File: config.mk
export PLATFORM = sky130hd
export DESIGN_NAME = pipe_hazard_ctrl_flat
export DESIGN_NICKNAME = d
export VERILOG_FILES = /design/src/rtl/pipe_hazard_ctrl_pkg.sv /design/src/rtl/pipe_hazard_ctrl_if.sv /design/src/rtl/pipe_hazard_ctrl_exc_flush_fsm.sv /design/src/rtl/pipe_hazard_ctrl.sv /design/src/flat_wrapper.sv
export SDC_FILE = /design/constraint.sdc
export NUM_CORES = 1
export LEC_CHECK = 0
export BUFFER_PORTS_ARGS = -buffer_cell sky130_fd_sc_hd__buf_2
export CAP_MARGIN = 0
export CORE_MARGIN = 2
export CORE_UTILIZATION = 25
export DETAILED_ROUTE_END_ITERATION = 6
export GPL_ROUTABILITY_DRIVEN = 0
export GPL_TIMING_DRIVEN = 0
export SKIP_CTS_REPAIR_TIMING = 1
export SLEW_MARGIN = 15
export SYNTH_ARGS = -nofsm -noshare
export SYNTH_HDL_FRONTEND = slang
export SYNTH_SLANG_ARGS = --single-unit
File: constraint.sdc
create_clock -name clk -period 1.85 [get_ports clk]
set_input_delay 0.2775 -clock clk [delete_from_list [all_inputs] [get_ports clk]]
set_output_delay 0.2775 -clock clk [all_outputs]
set_load 0.05 [all_outputs]
File: src/rtl/pipe_hazard_ctrl_pkg.sv
// Shared definitions for the pipeline hazard controller: exception FSM encoding,
// stage-index width helper and default sizing constants.
package gemini_ctrl_pkg;

  typedef enum logic [1:0] {
    StIdle  = 2'd0,
    StDrain = 2'd1,
    StFlush = 2'd2
  } exc_state_e;

  localparam int unsigned DefStages      = 6;
  localparam int unsigned DefFlushCycles = 1;

  // Width of a stage index; never narrower than one bit.
  function automatic int unsigned stage_w(input int unsigned n);
    return (n <= 2) ? 1 : $clog2(n);
  endfunction

endpackage

File: src/rtl/pipe_hazard_ctrl_if.sv
// Request/response bundle between the pipeline stages and the hazard controller.
// The wdog_trip signal exists only when STALL_WDOG_EN is defined.
interface pipe_hazard_ctrl_if
  import gemini_ctrl_pkg::*;
#(
  parameter int unsigned STAGES = DefStages
);
  localparam int unsigned SW = stage_w(STAGES);

  logic [STAGES-1:0] stall_req;
  logic [STAGES-1:0] br_flush_req;
  logic              mem_busy;
  logic              exc_req;
  logic [SW-1:0]     exc_stage;
  logic [STAGES-1:0] stall_o;
  logic [STAGES-1:0] flush_o;
  logic              exc_redirect;
  logic              exc_busy;
`ifdef STALL_WDOG_EN
  logic              wdog_trip;

  modport master (
    output stall_req, br_flush_req, mem_busy, exc_req, exc_stage,
    input  stall_o, flush_o, exc_redirect, exc_busy, wdog_trip
  );
  modport slave (
    input  stall_req, br_flush_req, mem_busy, exc_req, exc_stage,
    output stall_o, flush_o, exc_redirect, exc_busy, wdog_trip
  );
`else
  modport master (
    output stall_req, br_flush_req, mem_busy, exc_req, exc_stage,
    input  stall_o, flush_o, exc_redirect, exc_busy
  );
  modport slave (
    input  stall_req, br_flush_req, mem_busy, exc_req, exc_stage,
    output stall_o, flush_o, exc_redirect, exc_busy
  );
`endif

endinterface

File: src/rtl/pipe_hazard_ctrl_exc_flush_fsm.sv
// Precise-exception sequencer: latches the oldest faulting stage, waits out memory
// traffic in DRAIN, then holds FLUSH for FLUSH_CYCLES with a one-cycle redirect pulse.
module exc_flush_fsm
  import gemini_ctrl_pkg::*;
#(
  parameter int unsigned FLUSH_CYCLES = DefFlushCycles,
  parameter int unsigned SW           = 3
) (
  input  logic          clk,
  input  logic          rst_n,
  input  logic          exc_req,
  input  logic [SW-1:0] exc_stage,
  input  logic          mem_busy,
  output exc_state_e    state,
  output logic [SW-1:0] lat_stage,
  output logic          exc_redirect,
  output logic          exc_busy
);

  localparam logic [3:0] CntInit = 4'(FLUSH_CYCLES - 1);

  exc_state_e    state_q, state_d;
  logic [SW-1:0] lat_q, lat_d;
  logic [3:0]    cnt_q, cnt_d;
  logic          redir_q, redir_d;

  always_comb begin
    state_d = state_q;
    lat_d   = lat_q;
    cnt_d   = cnt_q;
    redir_d = 1'b0;
    unique case (state_q)
      StIdle: begin
        if (exc_req) begin
          lat_d = exc_stage;
          if (mem_busy) begin
            state_d = StDrain;
          end else begin
            state_d = StFlush;
            cnt_d   = CntInit;
            redir_d = 1'b1;
          end
        end
      end
      StDrain: begin
        // An older (higher-index) exception supersedes the one being drained.
        if (exc_req && (exc_stage > lat_q)) lat_d = exc_stage;
        if (!mem_busy) begin
          state_d = StFlush;
          cnt_d   = CntInit;
          redir_d = 1'b1;
        end
      end
      StFlush: begin
        if (cnt_q == 4'd0) state_d = StIdle;
        else               cnt_d   = cnt_q - 4'd1;
      end
      default: state_d = StIdle;
    endcase
  end

  always_ff @(posedge clk or negedge rst_n) begin
    if (!rst_n) begin
      state_q <= StIdle;
      lat_q   <= '0;
      cnt_q   <= '0;
      redir_q <= 1'b0;
    end else begin
      state_q <= state_d;
      lat_q   <= lat_d;
      cnt_q   <= cnt_d;
      redir_q <= redir_d;
    end
  end

  assign state        = state_q;
  assign lat_stage    = lat_q;
  assign exc_redirect = redir_q;
  assign exc_busy     = (state_q != StIdle);

endmodule

File: src/rtl/pipe_hazard_ctrl.sv
// Parametrised stall/bubble/branch-flush resolver with precise-exception sequencing.
// Define STALL_WDOG_EN to add the sticky stall watchdog (wdog_trip).
module pipe_hazard_ctrl
  import gemini_ctrl_pkg::*;
#(
  parameter int unsigned STAGES       = DefStages,
  parameter int unsigned FLUSH_CYCLES = DefFlushCycles,
  parameter int unsigned WDOG_LIMIT   = 1024
) (
  input logic               clk,
  input logic               rst_n,
  pipe_hazard_ctrl_if.slave bus
);

  localparam int unsigned SW = stage_w(STAGES);

  if (STAGES < 3 || STAGES > 16 || FLUSH_CYCLES < 1 || FLUSH_CYCLES > 15 || WDOG_LIMIT < 1)
  begin : g_param_check
    $error("pipe_hazard_ctrl: parameter out of legal range");
  end

  exc_state_e        state;
  logic [SW-1:0]     lat_stage;
  logic [STAGES-1:0] lat_mask;
  logic [STAGES-1:0] stall_v;
  logic [STAGES-1:0] flush_v;
  logic              acc;
  logic              honour;

  exc_flush_fsm #(
    .FLUSH_CYCLES (FLUSH_CYCLES),
    .SW           (SW)
  ) u_exc_flush_fsm (
    .clk          (clk),
    .rst_n        (rst_n),
    .exc_req      (bus.exc_req),
    .exc_stage    (bus.exc_stage),
    .mem_busy     (bus.mem_busy),
    .state        (state),
    .lat_stage    (lat_stage),
    .exc_redirect (bus.exc_redirect),
    .exc_busy     (bus.exc_busy)
  );

  always_comb begin
    stall_v  = '0;
    flush_v  = '0;
    lat_mask = '0;
    acc      = 1'b0;
    honour   = 1'b0;
    // Stalls propagate from the oldest stage down towards fetch.
    for (int i = STAGES - 1; i >= 0; i--) begin
      acc         = acc | bus.stall_req[i];
      lat_mask[i] = (i <= int'(lat_stage));
      stall_v[i]  = acc | ((state == StDrain) && lat_mask[i]);
      if ((state == StFlush) && lat_mask[i]) stall_v[i] = 1'b0;
    end
    for (int i = 0; i < STAGES - 1; i++) begin
      flush_v[i+1] = stall_v[i] & ~stall_v[i+1];
    end
    // Honoured requests nest (lower k flushes a subset), so OR-ing them equals highest-k wins.
    for (int k = 0; k < STAGES; k++) begin
      honour = bus.br_flush_req[k] & ~stall_v[k] & (state != StFlush) &
               ~((state == StDrain) & lat_mask[k]);
      for (int j = 1; j < k; j++) begin
        if (honour) flush_v[j] = 1'b1;
      end
    end
    if (state == StFlush) flush_v = flush_v | lat_mask;
    if (!rst_n) begin
      stall_v = '0;
      flush_v = '0;
    end
  end

  assign bus.stall_o = stall_v;
  assign bus.flush_o = flush_v;

`ifdef STALL_WDOG_EN
  localparam int unsigned WW = $clog2(WDOG_LIMIT + 1);
  localparam logic [WW-1:0] WdogMax = WW'(WDOG_LIMIT);

  logic [WW-1:0] wdog_cnt_q, wdog_cnt_d;
  logic          wdog_trip_q;

  always_comb begin
    wdog_cnt_d = '0;
    if (stall_v[STAGES-1]) begin
      wdog_cnt_d = (wdog_cnt_q == WdogMax) ? wdog_cnt_q : wdog_cnt_q + 1'b1;
    end
  end

  always_ff @(posedge clk or negedge rst_n) begin
    if (!rst_n) begin
      wdog_cnt_q  <= '0;
      wdog_trip_q <= 1'b0;
    end else begin
      wdog_cnt_q  <= wdog_cnt_d;
      wdog_trip_q <= wdog_trip_q | (wdog_cnt_d == WdogMax);
    end
  end

  assign bus.wdog_trip = wdog_trip_q;
`endif

endmodule
File: src/flat_wrapper.sv
// flat-port wrapper written by rule: the top's interface ports become plain ports
module pipe_hazard_ctrl_flat import gemini_ctrl_pkg::*;
#(
  parameter int unsigned STAGES       = DefStages,
  parameter int unsigned FLUSH_CYCLES = DefFlushCycles,
  parameter int unsigned WDOG_LIMIT   = 1024
)
  (clk, rst_n, bus_stall_req, bus_br_flush_req, bus_mem_busy, bus_exc_req, bus_exc_stage, bus_stall_o, bus_flush_o, bus_exc_redirect, bus_exc_busy);
  pipe_hazard_ctrl_if #(.STAGES(STAGES)) bus_i ();
  input logic clk;
  input logic rst_n;
  input wire logic [$bits(bus_i.stall_req)-1:0] bus_stall_req;
  input wire logic [$bits(bus_i.br_flush_req)-1:0] bus_br_flush_req;
  input wire logic [$bits(bus_i.mem_busy)-1:0] bus_mem_busy;
  input wire logic [$bits(bus_i.exc_req)-1:0] bus_exc_req;
  input wire logic [$bits(bus_i.exc_stage)-1:0] bus_exc_stage;
  output wire logic [$bits(bus_i.stall_o)-1:0] bus_stall_o;
  output wire logic [$bits(bus_i.flush_o)-1:0] bus_flush_o;
  output wire logic [$bits(bus_i.exc_redirect)-1:0] bus_exc_redirect;
  output wire logic [$bits(bus_i.exc_busy)-1:0] bus_exc_busy;
  assign bus_i.stall_req = bus_stall_req;
  assign bus_i.br_flush_req = bus_br_flush_req;
  assign bus_i.mem_busy = bus_mem_busy;
  assign bus_i.exc_req = bus_exc_req;
  assign bus_i.exc_stage = bus_exc_stage;
  assign bus_stall_o = bus_i.stall_o;
  assign bus_flush_o = bus_i.flush_o;
  assign bus_exc_redirect = bus_i.exc_redirect;
  assign bus_exc_busy = bus_i.exc_busy;
  pipe_hazard_ctrl #(.STAGES(STAGES), .FLUSH_CYCLES(FLUSH_CYCLES), .WDOG_LIMIT(WDOG_LIMIT)) u_core (.clk(clk), .rst_n(rst_n), .bus(bus_i));
endmodule
==> impl_results.rst <==
.. list-table::
   :header-rows: 1

   * - Metric
     - Value
   * - Least-Margin Pin Slew
     - 0.5047 ns
   * - Count of final max-slew check failures
     - 0
   * - Detail-routed net length per standard cell
     - 14.35 um
   * - Routed wire length
     - 3344 um
   * - Leakage power
     - 0.7267 nW
   * - Ys Warns
     - 0
   * - Highest fanout seen on the critical path
     - 8
   * - MaxCap Viol Count
     - 0
   * - Initial standard-cell utilization of the core
     - 26.21%
   * - Proportion of total power due to net switching
     - 49.99%
   * - Area inside the core boundary
     - 4029 um2
   * - Estimated wirelength of the detail-placed design
     - 2193 um
   * - Number of CTS-inserted buffers
     - 3
   * - Via Count
     - 1242
   * - TritonCTS clock tree
     - built
   * - Design Area, Final
     - 1770 um2
   * - Achievable Freq
     - 0.4776 GHz
   * - Post-synth cell types
     - 44
   * - Initial DRC count
     - 115
   * - Combinational group share of total power
     - 76.6%
   * - # DRC
     - 0
   * - Pin count of the biggest net entering global routing
     - 17
   * - Number of ports placed on the die boundary
     - 33
   * - H-Tree Level Count
     - 1
   * - Number of buffers on the longest clock path
     - 2
   * - Placed instance area
     - 1340 um2
   * - Vias per inst
     - 5.330
   * - GRT overflow
     - 0
   * - Peak ir drop on the vdd network
     - 0.8839 mV
   * - Most frequent cells after synthesis
     - 18 x sky130_fd_sc_hd__nor2_1, 10 x sky130_fd_sc_hd__dfrtp_1, 9 x sky130_fd_sc_hd__a21oi_1, 9 x sky130_fd_sc_hd__inv_1
   * - Area growth syn-to-layout
     - 67.65%
   * - Power density cells
     - 1641 nW/um2
   * - Element type at the critical path end
     - output port
   * - Internal portion of total power
     - 1.453 mW
   * - Number of flops mapped to enable cells by yosys
     - 0
   * - Worst slack after detailed placement
     - -0.3993 ns
   * - Max Clock Skew
     - 0.0009656 ns
   * - Worst skew pair latency
     - 0.23 ns
   * - Antenna violations before repair
     - 0
   * - Worst Slack Setup Final
     - -0.2436 ns
   * - Summed instance area of the synthesized netlist
     - 1056 um2
   * - Number of buffers added on ports
     - 30
   * - Antenna diodes
     - 0
   * - Final net count
     - 208
   * - Most numerous cell in the Yosys netlist
     - sky130_fd_sc_hd__nor2_1
   * - Final antenna-violating net count
     - 0
   * - Final setup violating endpoints
     - 11
   * - WS Path Type
     - in2out
   * - Share of power burned in registers
     - 14.0%
   * - P_sw
     - 1.453 mW
   * - Number of rows created at floorplan
     - 23
   * - Top FF cell, synth
     - sky130_fd_sc_hd__dfrtp_1
   * - Post-synthesis sequential element count
     - 10
   * - Global-route wire length before repair
     - 4761 um
   * - Mean instance size in the synthesized netlist
     - 7.652 um2
   * - Hold Fails Final Rpt
     - 0
   * - Global routing usage summed across all routing layers
     - 12.83%
   * - Post-Syn Instances
     - 138
   * - Fraction of the cycle the final worst path needs
     - 113.2%
   * - Number of global-route vias before repair
     - 1023
   * - Status
     - finished, violations left
   * - Share of cells above drive strength 1
     - 50.27%
   * - Die Y
     - 68.99 um
   * - CTS clock-pin slew for the worst setup and hold paths
     - 0.05 ns
   * - TritonCTS sink count
     - 10
   * - Final Critical Period
     - 2.094 ns
   * - Area share of the largest cell type after synthesis
     - 23.70%
   * - Chip width
     - 68.99 um
   * - Number of nets produced by synthesis
     - 162
   * - Die ar.
     - 4760 um2
   * - Violations in the final reports
     - setup timing
   * - Clock Tree Root
     - sky130_fd_sc_hd__clkbuf_8
   * - Length of the first detailed-routing pass in iterations
     - 4
   * - Critical Path Start Type
     - input pin
   * - Arrival @ worst endpoint
     - 1.82 ns
   * - Proportion of synthesized chip area in sequential cells
     - 23.70%
   * - Critical path data required time
     - 1.57 ns
   * - Share of async-settable or async-resettable flops after synthesis
     - 100.0%
   * - Clock group share of total power
     - 9.4%
   * - Area contributors post-synth
     - sky130_fd_sc_hd__dfrtp_1 24%, sky130_fd_sc_hd__nor2_1 6.4%, sky130_fd_sc_hd__ha_1 5.9%
   * - Type of the worst min-delay path
     - in2reg
   * - Rel. slew slack
     - 66.31%
   * - Setup repair after global routing missed its margin
     - yes
   * - Cell type contributing the most total cell area after synthesis
     - sky130_fd_sc_hd__dfrtp_1
==> state kept, by name, indices dropped and copies added (netlist names) <==
name                                 cells
u_core.u_exc_flush_fsm.cnt_q             4
u_core.u_exc_flush_fsm.state             2
u_core.u_exc_flush_fsm.lat_stage         3
u_core.u_exc_flush_fsm.exc_redirect      1
==> cell usage in the layout, fill, tap and decap left out, types with 2 or more instances in the layout <==
master,netlist,layout
sky130_fd_sc_hd__dfrtp_1,10,9
sky130_fd_sc_hd__nor4_1,2,2
sky130_fd_sc_hd__buf_8,0,3
sky130_fd_sc_hd__o31a_1,4,2
sky130_fd_sc_hd__a21oi_1,9,6
sky130_fd_sc_hd__o21bai_1,2,2
sky130_fd_sc_hd__nor2b_1,5,5
sky130_fd_sc_hd__a31oi_1,5,4
sky130_fd_sc_hd__clkbuf_8,0,4
sky130_fd_sc_hd__o311ai_4,0,2
sky130_fd_sc_hd__buf_6,0,11
sky130_fd_sc_hd__o2111ai_2,0,2
sky130_fd_sc_hd__nand2_2,0,2
sky130_fd_sc_hd__nand3_1,3,3
sky130_fd_sc_hd__o21ai_0,4,4
sky130_fd_sc_hd__a21oi_2,0,2
sky130_fd_sc_hd__buf_2,6,22
sky130_fd_sc_hd__clkinvlp_4,0,2
sky130_fd_sc_hd__o211ai_1,3,3
sky130_fd_sc_hd__nor3_1,6,4
sky130_fd_sc_hd__and3_1,2,2
sky130_fd_sc_hd__ha_1,5,5
sky130_fd_sc_hd__nor2_1,18,15
sky130_fd_sc_hd__nor2_4,0,2
sky130_fd_sc_hd__buf_4,0,10
sky130_fd_sc_hd__inv_1,9,7
sky130_fd_sc_hd__nand2b_4,0,2
sky130_fd_sc_hd__o21a_1,2,2
sky130_fd_sc_hd__o2111ai_1,6,4
==> cell type report <==
class                   instances  area, um2
fillers                       389       2258
repair buffers                 42      326.6
inverters                       9      41.29
clock buffers                   4      55.05
flip-flops and latches         10      251.5
plain buffers                   9      93.84
well taps                      50      62.56
multi-input cells             109      939.7
==> layer usage <==
layer	up-vias	track usage (%)	routed length [um]
met1	592	18.66	1588
li1	612	-	-
met2	38	19.71	1599
met3	0	2.760	157
met5	-	0	0
met4	0	1.961	0
==> logic make-up (layout without fill, tap and decap cells) <==
kind of cell	after synthesis	in the layout	synth area share, %
flip-flops	10	10	23.70
AND/OR/NAND/NOR	52	52	26.07
XOR/XNOR	1	1	0.8295
adder cells (fa/ha/maj)	6	6	6.872
AO/OA/AOI/OAI	50	50	35.07
buffers and inverters	19	64	7.464
==> final timing paths <==
| kind | start | end | slack (ns) | cells after the start |
|---|---|---|---|---|
| max | bus_stall_req[5] | bus_flush_o[2] | -0.24 | 7 |
| min | bus_mem_busy | u_core.u_exc_flush_fsm.exc_redirect$_DFF_PN0_ | 0.26 | 2 |
| max reg2reg | u_core.u_exc_flush_fsm.lat_stage[2]$_DFFE_PN0P_ | u_core.u_exc_flush_fsm.lat_stage[1]$_DFFE_PN0P_ | -0.07 | 7 |
| min reg2reg | u_core.u_exc_flush_fsm.cnt_q[0]$_DFFE_PN0P_ | u_core.u_exc_flush_fsm.cnt_q[0]$_DFFE_PN0P_ | 0.49 | 1 |
| max in group asynchronous | rst_n | u_core.u_exc_flush_fsm.state[1]$_DFFE_PN0P_ | 0.81 | 2 |
| min in group asynchronous | rst_n | u_core.u_exc_flush_fsm.cnt_q[0]$_DFFE_PN0P_ | 0.69 | 2 |
==> power groups by stage <==
| stage | Clock (mW) | Combinational (mW) | Sequential (mW) |
|---|---|---|---|
| 4_1_cts | 0.283 | 1.65 | 0.353 |
| 3_3_place_gp | 0 | 1.63 | 0.355 |
| 5_1_grt | 0.294 | 2.41 | 0.417 |
| 2_1_floorplan | 0 | 1.31 | 0.364 |
| 3_5_place_dp | 0 | 1.65 | 0.356 |
| 6_report | 0.272 | 2.23 | 0.408 |
==> per-stage QoR <==
step	instances	hold WS (ns)	total power, mW	setup TNS (ns)	util, %
2_1_floorplan	138	-0.01809	1.675	-0.2574	-
3_3_place_gp	218	0.1970	1.989	-2.006	33.26
3_5_place_dp	218	0.2014	2.002	-2.143	33.26
4_1_cts	222	-0.05683	2.285	-3.776	34.63
5_1_grt	233	0.2677	3.123	-2.555	43.94
6_report	233	0.2608	2.906	-1.573	43.94
==> critical path, cell delays in order <==
cell and delay [ns]:
sky130_fd_sc_hd__buf_4 0.14, sky130_fd_sc_hd__or4_4 0.51, sky130_fd_sc_hd__buf_6 0.16, sky130_fd_sc_hd__o221ai_4 0.22, sky130_fd_sc_hd__o31ai_4 0.10, sky130_fd_sc_hd__a22o_2 0.26, sky130_fd_sc_hd__buf_8 0.15
Power figures use the tool's default switching activity.
